File: src/rtl/mage_in_stream_router.sv
// mage_in_stream_router: DMA-channel to PEA-input router, per-input FWFT FIFOs.
// Define MAGE_IN_STREAM_PERF_EN to add per-stream stall counters (stall_cnt_o).
module mage_in_stream_router #(
  parameter int N_STREAM       = 2,
  parameter int CH_PER_STREAM  = 2,
  parameter int DIN_PER_STREAM = 2,
  parameter int DATA_W         = 32,
  parameter int FIFO_DEPTH     = 4,
  parameter int LEN_W          = 16,
  parameter int SEL_W          =
    (CH_PER_STREAM == 1) ? 1 : $clog2(CH_PER_STREAM)
) (
  input  logic clk_i,
  input  logic rst_i,
  input  logic [N_STREAM*CH_PER_STREAM*DATA_W-1:0] dma_data_i,
  input  logic [N_STREAM*CH_PER_STREAM-1:0] dma_valid_i,
  output logic [N_STREAM*CH_PER_STREAM-1:0] dma_ready_o,
  output logic [N_STREAM*DIN_PER_STREAM*DATA_W-1:0] pea_data_o,
  output logic [N_STREAM*DIN_PER_STREAM-1:0] pea_valid_o,
  input  logic [N_STREAM*DIN_PER_STREAM-1:0] pea_ready_i,
  input  logic [N_STREAM*DIN_PER_STREAM*SEL_W-1:0] cfg_sel_i,
  input  logic [N_STREAM*DIN_PER_STREAM-1:0] cfg_en_i,
  input  logic [N_STREAM*LEN_W-1:0] cfg_len_i,
  input  logic [N_STREAM-1:0] cfg_start_i,
  output logic [N_STREAM-1:0] busy_o,
  output logic [N_STREAM-1:0] done_o
`ifdef MAGE_IN_STREAM_PERF_EN
  ,
  output logic [N_STREAM*LEN_W-1:0] stall_cnt_o
`endif
);

  localparam int CH    = CH_PER_STREAM;
  localparam int DIN   = DIN_PER_STREAM;
  localparam int PTR_W = $clog2(FIFO_DEPTH);
  localparam int CNT_W = PTR_W + 1;

  localparam logic [1:0] S_IDLE  = 2'd0;
  localparam logic [1:0] S_RUN   = 2'd1;
  localparam logic [1:0] S_DRAIN = 2'd2;

  for (genvar s = 0; s < N_STREAM; s++) begin : g_st
    logic [1:0] state_q;
    logic done_q;
    logic [DIN-1:0] en_q;
    logic [SEL_W-1:0] sel_q [DIN];
    logic [LEN_W-1:0] rem_q [DIN];
    logic [DIN-1:0] act;
    logic [DIN-1:0] want;
    logic [DIN-1:0] push;
    logic [DIN-1:0] empty;
    logic [DIN-1:0] full;
    logic [DIN-1:0] cfg_ok;
    logic [CH-1:0] has_c;
    logic [CH-1:0] blk_c;
    logic [CH-1:0] rdy;
    logic [CH-1:0] hs;
    logic [DATA_W-1:0] din [DIN];
    logic [LEN_W-1:0] cfg_len;
    logic start;
    logic go;

    assign cfg_len = cfg_len_i[s*LEN_W +: LEN_W];
    assign start = cfg_start_i[s] && (state_q == S_IDLE);
    assign go = start && (|cfg_ok) && (cfg_len != '0);

    // Out-of-range selects fold into the enable here.
    always_comb begin
      for (int d = 0; d < DIN; d++) begin
        cfg_ok[d] = cfg_en_i[s*DIN+d] &&
          (32'(cfg_sel_i[(s*DIN+d)*SEL_W +: SEL_W]) < CH);
      end
    end

    always_comb begin
      for (int d = 0; d < DIN; d++) begin
        act[d] = en_q[d] && (rem_q[d] != '0);
        want[d] = act[d] && !full[d] && (state_q == S_RUN);
      end
    end

    always_comb begin
      has_c = '0;
      blk_c = '0;
      for (int d = 0; d < DIN; d++) begin
        for (int c = 0; c < CH; c++) begin
          if (act[d] && (32'(sel_q[d]) == c)) begin
            has_c[c] = 1'b1;
            if (!want[d]) blk_c[c] = 1'b1;
          end
        end
      end
    end

    assign rdy = has_c & ~blk_c;
    assign hs = rdy & dma_valid_i[s*CH +: CH];

    always_comb begin
      push = '0;
      for (int d = 0; d < DIN; d++) begin
        din[d] = '0;
        for (int c = 0; c < CH; c++) begin
          if (32'(sel_q[d]) == c) begin
            din[d] = dma_data_i[(s*CH+c)*DATA_W +: DATA_W];
            push[d] = act[d] && hs[c];
          end
        end
      end
    end

    always_ff @(posedge clk_i or posedge rst_i) begin
      if (rst_i) begin
        state_q <= S_IDLE;
        done_q <= 1'b0;
        en_q <= '0;
        for (int d = 0; d < DIN; d++) begin
          sel_q[d] <= '0;
          rem_q[d] <= '0;
        end
      end else begin
        done_q <= 1'b0;
        unique case (state_q)
          S_IDLE: begin
            if (cfg_start_i[s]) begin
              en_q <= cfg_ok;
              for (int d = 0; d < DIN; d++) begin
                sel_q[d] <= cfg_sel_i[(s*DIN+d)*SEL_W +: SEL_W];
              end
              if (go) state_q <= S_RUN;
              else done_q <= 1'b1;
            end
          end
          S_RUN: if (act == '0) state_q <= S_DRAIN;
          S_DRAIN: begin
            if (&empty) begin
              state_q <= S_IDLE;
              done_q <= 1'b1;
            end
          end
          default: state_q <= S_IDLE;
        endcase
        for (int d = 0; d < DIN; d++) begin
          if (go) rem_q[d] <= cfg_ok[d] ? cfg_len : '0;
          else if (push[d]) rem_q[d] <= rem_q[d] - 1'b1;
        end
      end
    end

    for (genvar d = 0; d < DIN; d++) begin : g_in
      localparam int IDX = s*DIN + d;
      logic [DATA_W-1:0] mem [FIFO_DEPTH];
      logic [PTR_W-1:0] wp_q;
      logic [PTR_W-1:0] rp_q;
      logic [CNT_W-1:0] cnt_q;
      logic pop;

      assign empty[d] = (cnt_q == '0);
      assign full[d] = (cnt_q == CNT_W'(FIFO_DEPTH));
      assign pop = !empty[d] && pea_ready_i[IDX];

      always_ff @(posedge clk_i or posedge rst_i) begin
        if (rst_i) begin
          wp_q <= '0;
          rp_q <= '0;
          cnt_q <= '0;
        end else begin
          if (push[d]) wp_q <= wp_q + 1'b1;
          if (pop) rp_q <= rp_q + 1'b1;
          if (push[d] && !pop) cnt_q <= cnt_q + 1'b1;
          else if (!push[d] && pop) cnt_q <= cnt_q - 1'b1;
        end
      end

      always_ff @(posedge clk_i) begin
        if (push[d]) mem[wp_q] <= din[d];
      end

      assign pea_valid_o[IDX] = !empty[d];
      assign pea_data_o[IDX*DATA_W +: DATA_W] =
        empty[d] ? '0 : mem[rp_q];
    end

    assign dma_ready_o[s*CH +: CH] = rdy;
    assign busy_o[s] = (state_q != S_IDLE);
    assign done_o[s] = done_q;

`ifdef MAGE_IN_STREAM_PERF_EN
    logic [LEN_W-1:0] stall_q;
    logic stall;

    assign stall = (state_q == S_RUN) &&
      (|(has_c & ~rdy & dma_valid_i[s*CH +: CH]));

    always_ff @(posedge clk_i or posedge rst_i) begin
      if (rst_i) stall_q <= '0;
      else if (start) stall_q <= '0;
      else if (stall && (stall_q != '1)) stall_q <= stall_q + 1'b1;
    end

    assign stall_cnt_o[s*LEN_W +: LEN_W] = stall_q;
`endif
  end

endmodule
File: config.mk
export PLATFORM = sky130hd
export DESIGN_NAME = mage_in_stream_router
export DESIGN_NICKNAME = d
export VERILOG_FILES = /design/src/rtl/mage_in_stream_router.sv
export SDC_FILE = /design/constraint.sdc
export NUM_CORES = 1
export LEC_CHECK = 0
export ABC_CLOCK_PERIOD_IN_PS = 10500
export CORE_ASPECT_RATIO = 0.7
export CORE_MARGIN = 3
export CORE_UTILIZATION = 45
export CTS_BUF_LIST = sky130_fd_sc_hd__clkbuf_8
export DETAILED_ROUTE_END_ITERATION = 10
export DONT_BUFFER_PORTS = 1
export SLEW_MARGIN = 20
export SYNTH_ARGS = -nofsm -noshare
export SYNTH_HDL_FRONTEND = slang
export SYNTH_SLANG_ARGS = --single-unit
File: constraint.sdc
create_clock -name clk_i -period 10.5 [get_ports clk_i]
set_input_delay 1.575 -clock clk_i [delete_from_list [all_inputs] [get_ports clk_i]]
set_output_delay 1.575 -clock clk_i [all_outputs]
set_load 0.05 [all_outputs]
== Word-level counts from Yosys, hierarchy flattened ==
Memory sizes are Yosys's and may differ from the RTL's.
Cells that the tools add are included.
Word-level totals
  ROM bits: 0
  bits in writable memories: 512
  memories kept: 4
  bits of input ports: 180
  latch bits: 0
  output and inout port bits: 140
  register bits after elaboration: 106
  word-level logic and storage cells: 250
Operators by class
  shift operators: 0
  multiplexer cells: 80
  divide/modulo/power cells: 0
  $lt $le $gt $ge: 0
  add/subtract/negate cells: 20
  equal/unequal tests: 16
  bitwise logic cells: 10
  reduce and logical (&&, ||, !) cells: 94
  multipliers: 0
Memory list
  g_st[0].g_in[0].mem: depth 4, width 32, read ports 1, clocked after Yosys merged registers in 0, wr ports 1, line 151  | logic [DATA_W-1:0] mem [FIFO_DEPTH];
  g_st[0].g_in[1].mem: depth 4, width 32, read ports 1, clocked after Yosys merged registers in 0, wr ports 1, line 151
  g_st[1].g_in[0].mem: depth 4, width 32, read ports 1, clocked after Yosys merged registers in 0, wr ports 1, line 151
  g_st[1].g_in[1].mem: depth 4, width 32, read ports 1, clocked after Yosys merged registers in 0, wr ports 1, line 151
Operators by type and width (count)
  $mux W32: 8
  $mux W16: 12
  $reduce_bool A16 Y1: 6
  $sub A16 B1 Y16 const B: 4
  $logic_and A1 B1 Y1: 46
  $mux W1: 40
  $mux W3: 8
  $reduce_bool A2 Y1: 10
  $add A2 B1 Y2 const B: 8
  $logic_not A1 Y1: 16
  $mux W2: 8
  $add A3 B1 Y3 const B: 4
  $eq A3 B3 Y1 const B: 4
  $logic_not A3 Y1: 4
  $ne A2 B2 Y1 const B: 6
  $pmux W2 S3: 2
  $sub A3 B1 Y3 const B: 4
  $and A2 B2 Y2: 4
  $logic_not A2 Y1: 4
  $reduce_and A2 Y1: 4
  $reduce_and A4 Y1: 2
  $eq A2 B1 Y1 const B: 2
  $eq A2 B2 Y1 const B: 2
  $ne A2 B1 Y1 const B: 2
  other kinds (4): 10

== Logic depth before layout (Yosys ltp) ==
  word-level depth: 17
  mapped depth: 15
  mapped depth without buffers: 13

== Worst setup path after synthesis ==
OpenSTA, ideal clock, no wires.
  kind: register to output
  start: register g_st[0].rem_q[23] in the netlist's numbering
  end: output dma_ready_o[0]
  setup slack: 6.054 ns
  path buffers: 0
  arrival: 2.871 ns
  required time: 8.925 ns
  stages on the path, launching flop included: 6
  cell sequence: dfrtp_1 or4_4 or3_4 o31ai_1 nor3_1 nor3_1
Between the ends
  word-level cells in the longest chain between the ends: 10
  elaborated cells between the ends (all ways): 13
  classes of those cells: 6 x mux; 2 x bitwise; 5 x reduce/logical
RTL lines
  from (decl): line 47  | logic [LEN_W-1:0] rem_q [DIN];
  from (signal, indexed assignment): line 143  | if (go) rem_q[d] <= cfg_ok[d] ? cfg_len : '0;
  from (signal, indexed assignment): line 144  | else if (push[d]) rem_q[d] <= rem_q[d] - 1'b1;
  $reduce_bool A16 Y1 (*): line 77  | act[d] = en_q[d] && (rem_q[d] != '0);
  $logic_and A1 B1 Y1 (*): line 77
  $logic_and A1 B1 Y1 (2 in a row): line 78  | want[d] = act[d] && !full[d] && (state_q == S_RUN);
  $mux W1: line 89  | if (!want[d]) blk_c[c] = 1'b1;
  $mux W1: line 87  | if (act[d] && (32'(sel_q[d]) == c)) begin
  $mux W1: line 89
  $mux W1: line 87
  $not A2 Y2: line 95  | assign rdy = has_c & ~blk_c;
  $and A2 B2 Y2 (*): line 95
  to (decl): line 17  | output logic [N_STREAM*CH_PER_STREAM-1:0] dma_ready_o,
Every way passes the cells marked *; elsewhere a longest branch is shown, timed or not.

== Worst setup path in the final report ==
  start: register g_st[1].rem_q[0] in the netlist's numbering
  end: output dma_ready_o[3]
Between the ends
  word-level cells in the longest chain between the ends: 8
  elaborated cells between the ends (all ways): 10
  classes of those cells: 3 x mux; 2 x bitwise; 5 x reduce/logical
RTL lines (line)
  from (decl): 47
  from (signal, indexed assignment): 143
  from (signal, indexed assignment): 144
  $reduce_bool A16 Y1 (*): 77
  $logic_and A1 B1 Y1 (*): 77
  $logic_and A1 B1 Y1 (2 in a row): 78
  $mux W1: 89
  $mux W1: 87
  $not A2 Y2: 95
  $and A2 B2 Y2 (*): 95
Marked as above.

==> results.json <==
{
  "drcViolationCount": 0,
  "synthTopCellsByCount": "edfxtp_1, and2_1, mux2_2, mux4_2, dfrtp_1",
  "yosys_warnings": 0,
  "gp_congestion": 0.840,
  "antenna_left": 0,
  "cts-root-buf": "clkbuf_8",
  "slowest_stage": "nor2b_1",
  "die_x_um": 300,
  "vias_per_cell": 5.62,
  "dp_cells": 2394,
  "min_path_cells": 1,
  "syn_inst": 1657,
  "firstDrtPassIters": 5,
  "power_switching_mw": 4.06,
  "path_max_fanout": 24,
  "dpl.hpwl_um": 40100,
  "r2r_cells": 14,
  "min_from": "g_st[0].g_in[0].rp_q[0]",
  "stdcell_count": 2569,
  "internal-power_mw": 5.38,
  "cp-start-kind": "register",
  "post-cts-setup-buffers": 0,
  "critical_path_arrival_ns": 3.66,
  "ys_ff_latch": 618,
  "worst_setup_path_end_kind": "output port",
  "wire_per_inst_um": 23.9,
  "cts.clk_slew.worst_paths_ns": 0.06,
  "hold_class": "reg -> reg",
  "r2r_start": "g_st[1].rem_q[0]",
  "grt_overflow": 0,
  "tns_ns": 0,
  "setup_viol": 0,
  "fin_crit_sh_pct": 49.8,
  "crit_type": "reg -> out",
  "leakagePower_nw": 10.1,
  "num_io_pins": 320,
  "critical_path.max_stage_delay_ns": 0.84,
  "cp_cell_sequence": "inv_1, ha_1, or3b_2, o41ai_4, buf_4, nor2_1, o21ai_0, nor2b_1",
  "ctsResizeCount": 0,
  "cts_tree": "built",
  "die_area_mm2": 0.0636,
  "grt.total_usage_pct": 19.5,
  "num-nets-final": 1901,
  "comb_power_share_pct": 43.5,
  "cts_buffer_depth": 3,
  "grt_pass1_vias": 15100,
  "drt-initial-drc-count": 981,
  "ys_async_sr_fraction_pct": 17.2,
  "layout_min_cycle_time_ns": 5.23,
  "cts_max_level": 3,
  "syn_nets": 1865,
  "netlist_area_mm2": 0.0273,
  "wirelength_um": 61400,
  "avgSynthCellArea_um2": 16.5,
  "power_mw": 9.44,
  "n_antenna_cell": 0,
  "yosysTopAreaCellShare_pct": 56.4,
  "slew_headroom_pct": 29.5,
  "hold_viol": 0,
  "p_seq_share_pct": 36.2,
  "numCtsBuffers": 95,
  "cp.required_ns": 8.93,
  "yosysSeqAreaShare_pct": 66.1,
  "tightest_slew_ns": 1.06,
  "synthDistinctLibCells": 70,
  "status": "finished clean",
  "postCtsHoldBufs": 0,
  "clock_sinks": 618,
  "synthTopCellsByArea": "edfxtp_1, mux4_2, dfrtp_1",
  "synthToLayoutAreaGrowth_pct": 9.88,
  "dr_total_vias": 14400,
  "initial_core_util_pct": 46.1,
  "num_rows": 74,
  "cellPowerDensity_mw_per_mm2": 315,
  "die_h_um": 212,
  "clock_latency_ns": 0.70,
  "fmax_mhz": 191,
  "clockPowerShare_pct": 20.3,
  "grt_setup_unrepaired": "false",
  "worstHoldEndpoint": "g_st[0].g_in[0].rp_q[0]",
  "synthFlopType": "edfxtp_1",
  "drive_above_1_share_pct": 26.1,
  "swShare_pct": 43.0,
  "antenna_found_initial": 0,
  "r2r_slack_ns": 6.21,
  "io_buffers": 0,
  "grt_first_pass_wirelength_um": 93600,
  "grt_max_degree": 55,
  "clock_skew_ns": 0.0297,
  "core_area_mm2": 0.0592,
  "ir_drop_uv": 158,
  "synth-edff-count": 512,
  "yosysMostFrequentCell": "edfxtp_1",
  "synth_top_area_cell": "edfxtp_1",
  "cap_violations": 0,
  "reg2reg_to": "g_st[1].g_in[0].cnt_q[2]",
  "slew_violations": 0
}
[cell families (layout without fill, tap and decap cells)]
group / count (synthesis) / in the layout / synth area share, %
adder cells (fa/ha/maj): 28 / 28 / 1.39
XOR/XNOR: 79 / 79 / 2.54
flip-flops: 618 / 618 / 66.1
multiplexers: 267 / 267 / 16.3
AND/OR/NAND/NOR: 420 / 420 / 8.91
AO/OA/AOI/OAI: 121 / 121 / 2.90
buffers and inverters: 124 / 238 / 1.85
[critical path, delay by kind of cell, from the launching register on]
family                     cells  cell delay, ns
AOI/OAI and AO/OA              2            0.45
adders and majority gates      1            0.16
buffers and inverters          2            0.41
DFF                            1            0.40
and+or+nand+nor                3            1.55
[final cells by class]
cell class,count,area [um2]
clock buffer,100,1380
clock inverter,75,442
fill,4862,29200
inverter,29,113
multi-input combinational,915,8750
sequential,618,18000
tap,798,998
timing repair buffer,34,255
[metrics by stage]
stage,hold slack (ns),setup slack (ns),utilization [%],area [um2]
after floorplan,0.451,6.05,-,27300
after global placement,0.458,5.98,47.6,28100
after detailed placement,0.462,5.95,47.6,28100
after CTS,0.470,5.15,50.6,30000
after global routing,0.493,5.01,50.6,30000
final,0.467,5.27,50.6,30000
[flip-flops by register name (all words and copies together) (netlist names)]
register,flops
g_st.g_in.rp_q,8
g_st.g_in.wp_q,8
g_st.rem_q,64
g_st.sel_q,4
g_st.en_q,4
g_st.g_in.mem,512
g_st.done_q,2
g_st.g_in.cnt_q,12
g_st.state_q,4
[power groups by stage]
stage,logic (mW),clock network (mW),registers (mW)
3_3_place_gp,4.10,0,3.44
4_1_cts,4.16,1.99,3.41
5_1_grt,4.36,2.11,3.46
2_1_floorplan,3.47,0,3.35
3_5_place_dp,4.14,0,3.46
6_report,4.10,1.92,3.41
[layer usage]
| metal | routed length [um] | part of all wire (%) | global-route usage [%] | vias up |
|---|---|---|---|---|
| li1 | - | - | - | 6451 |
| met1 | 27100 | 44 | 27.3 | 7548 |
| met2 | 30100 | 49 | 31.0 | 339 |
| met3 | 2860 | 4.7 | 4.19 | 90 |
| met4 | 1320 | 2.2 | 5.53 | 0 |
| met5 | 0 | 0 | 0 | - |
[cells in the final DEF, fill, tap and decap left out, types with 7 or more instances in the layout]
cell      synthesis  final
edfxtp_1        512    512
and2_1          142    142
mux2_2          137    137
mux4_2          128    128
clkbuf_8          0    100
dfrtp_1         106    100
nand2_1          89     89
inv_1            28     72
xnor2_1          55     55
nor2_1           40     40
o21ai_1          35     35
buf_4             5     34
o21ai_0          33     33
xor2_1           24     24
ha_1             24     24
nor4_1           23     22
nand3_1          21     21
nor3_1           16     16
clkinv_1          0     16
or3_1            15     14
nand4_1          10     10
and3_1           10     10
nor3_2           10     10
a21oi_1           9      9
or2_2             7      7
[worst max-delay path by stage]
stage	slack (ns)	from	end	depth (start not counted)
after detailed placement	5.95	g_st[1].rem_q[0]	dma_ready_o[3]	8
after CTS	5.15	g_st[1].rem_q[0]	dma_ready_o[3]	8
after global placement	5.98	g_st[1].rem_q[0]	dma_ready_o[3]	8
after floorplan	6.05	g_st[0].rem_q[23]	dma_ready_o[0]	5
after global routing	5.01	g_st[1].rem_q[0]	dma_ready_o[3]	8
final	5.27	g_st[1].rem_q[0]	dma_ready_o[3]	8
(Power assumes the default switching activity.)
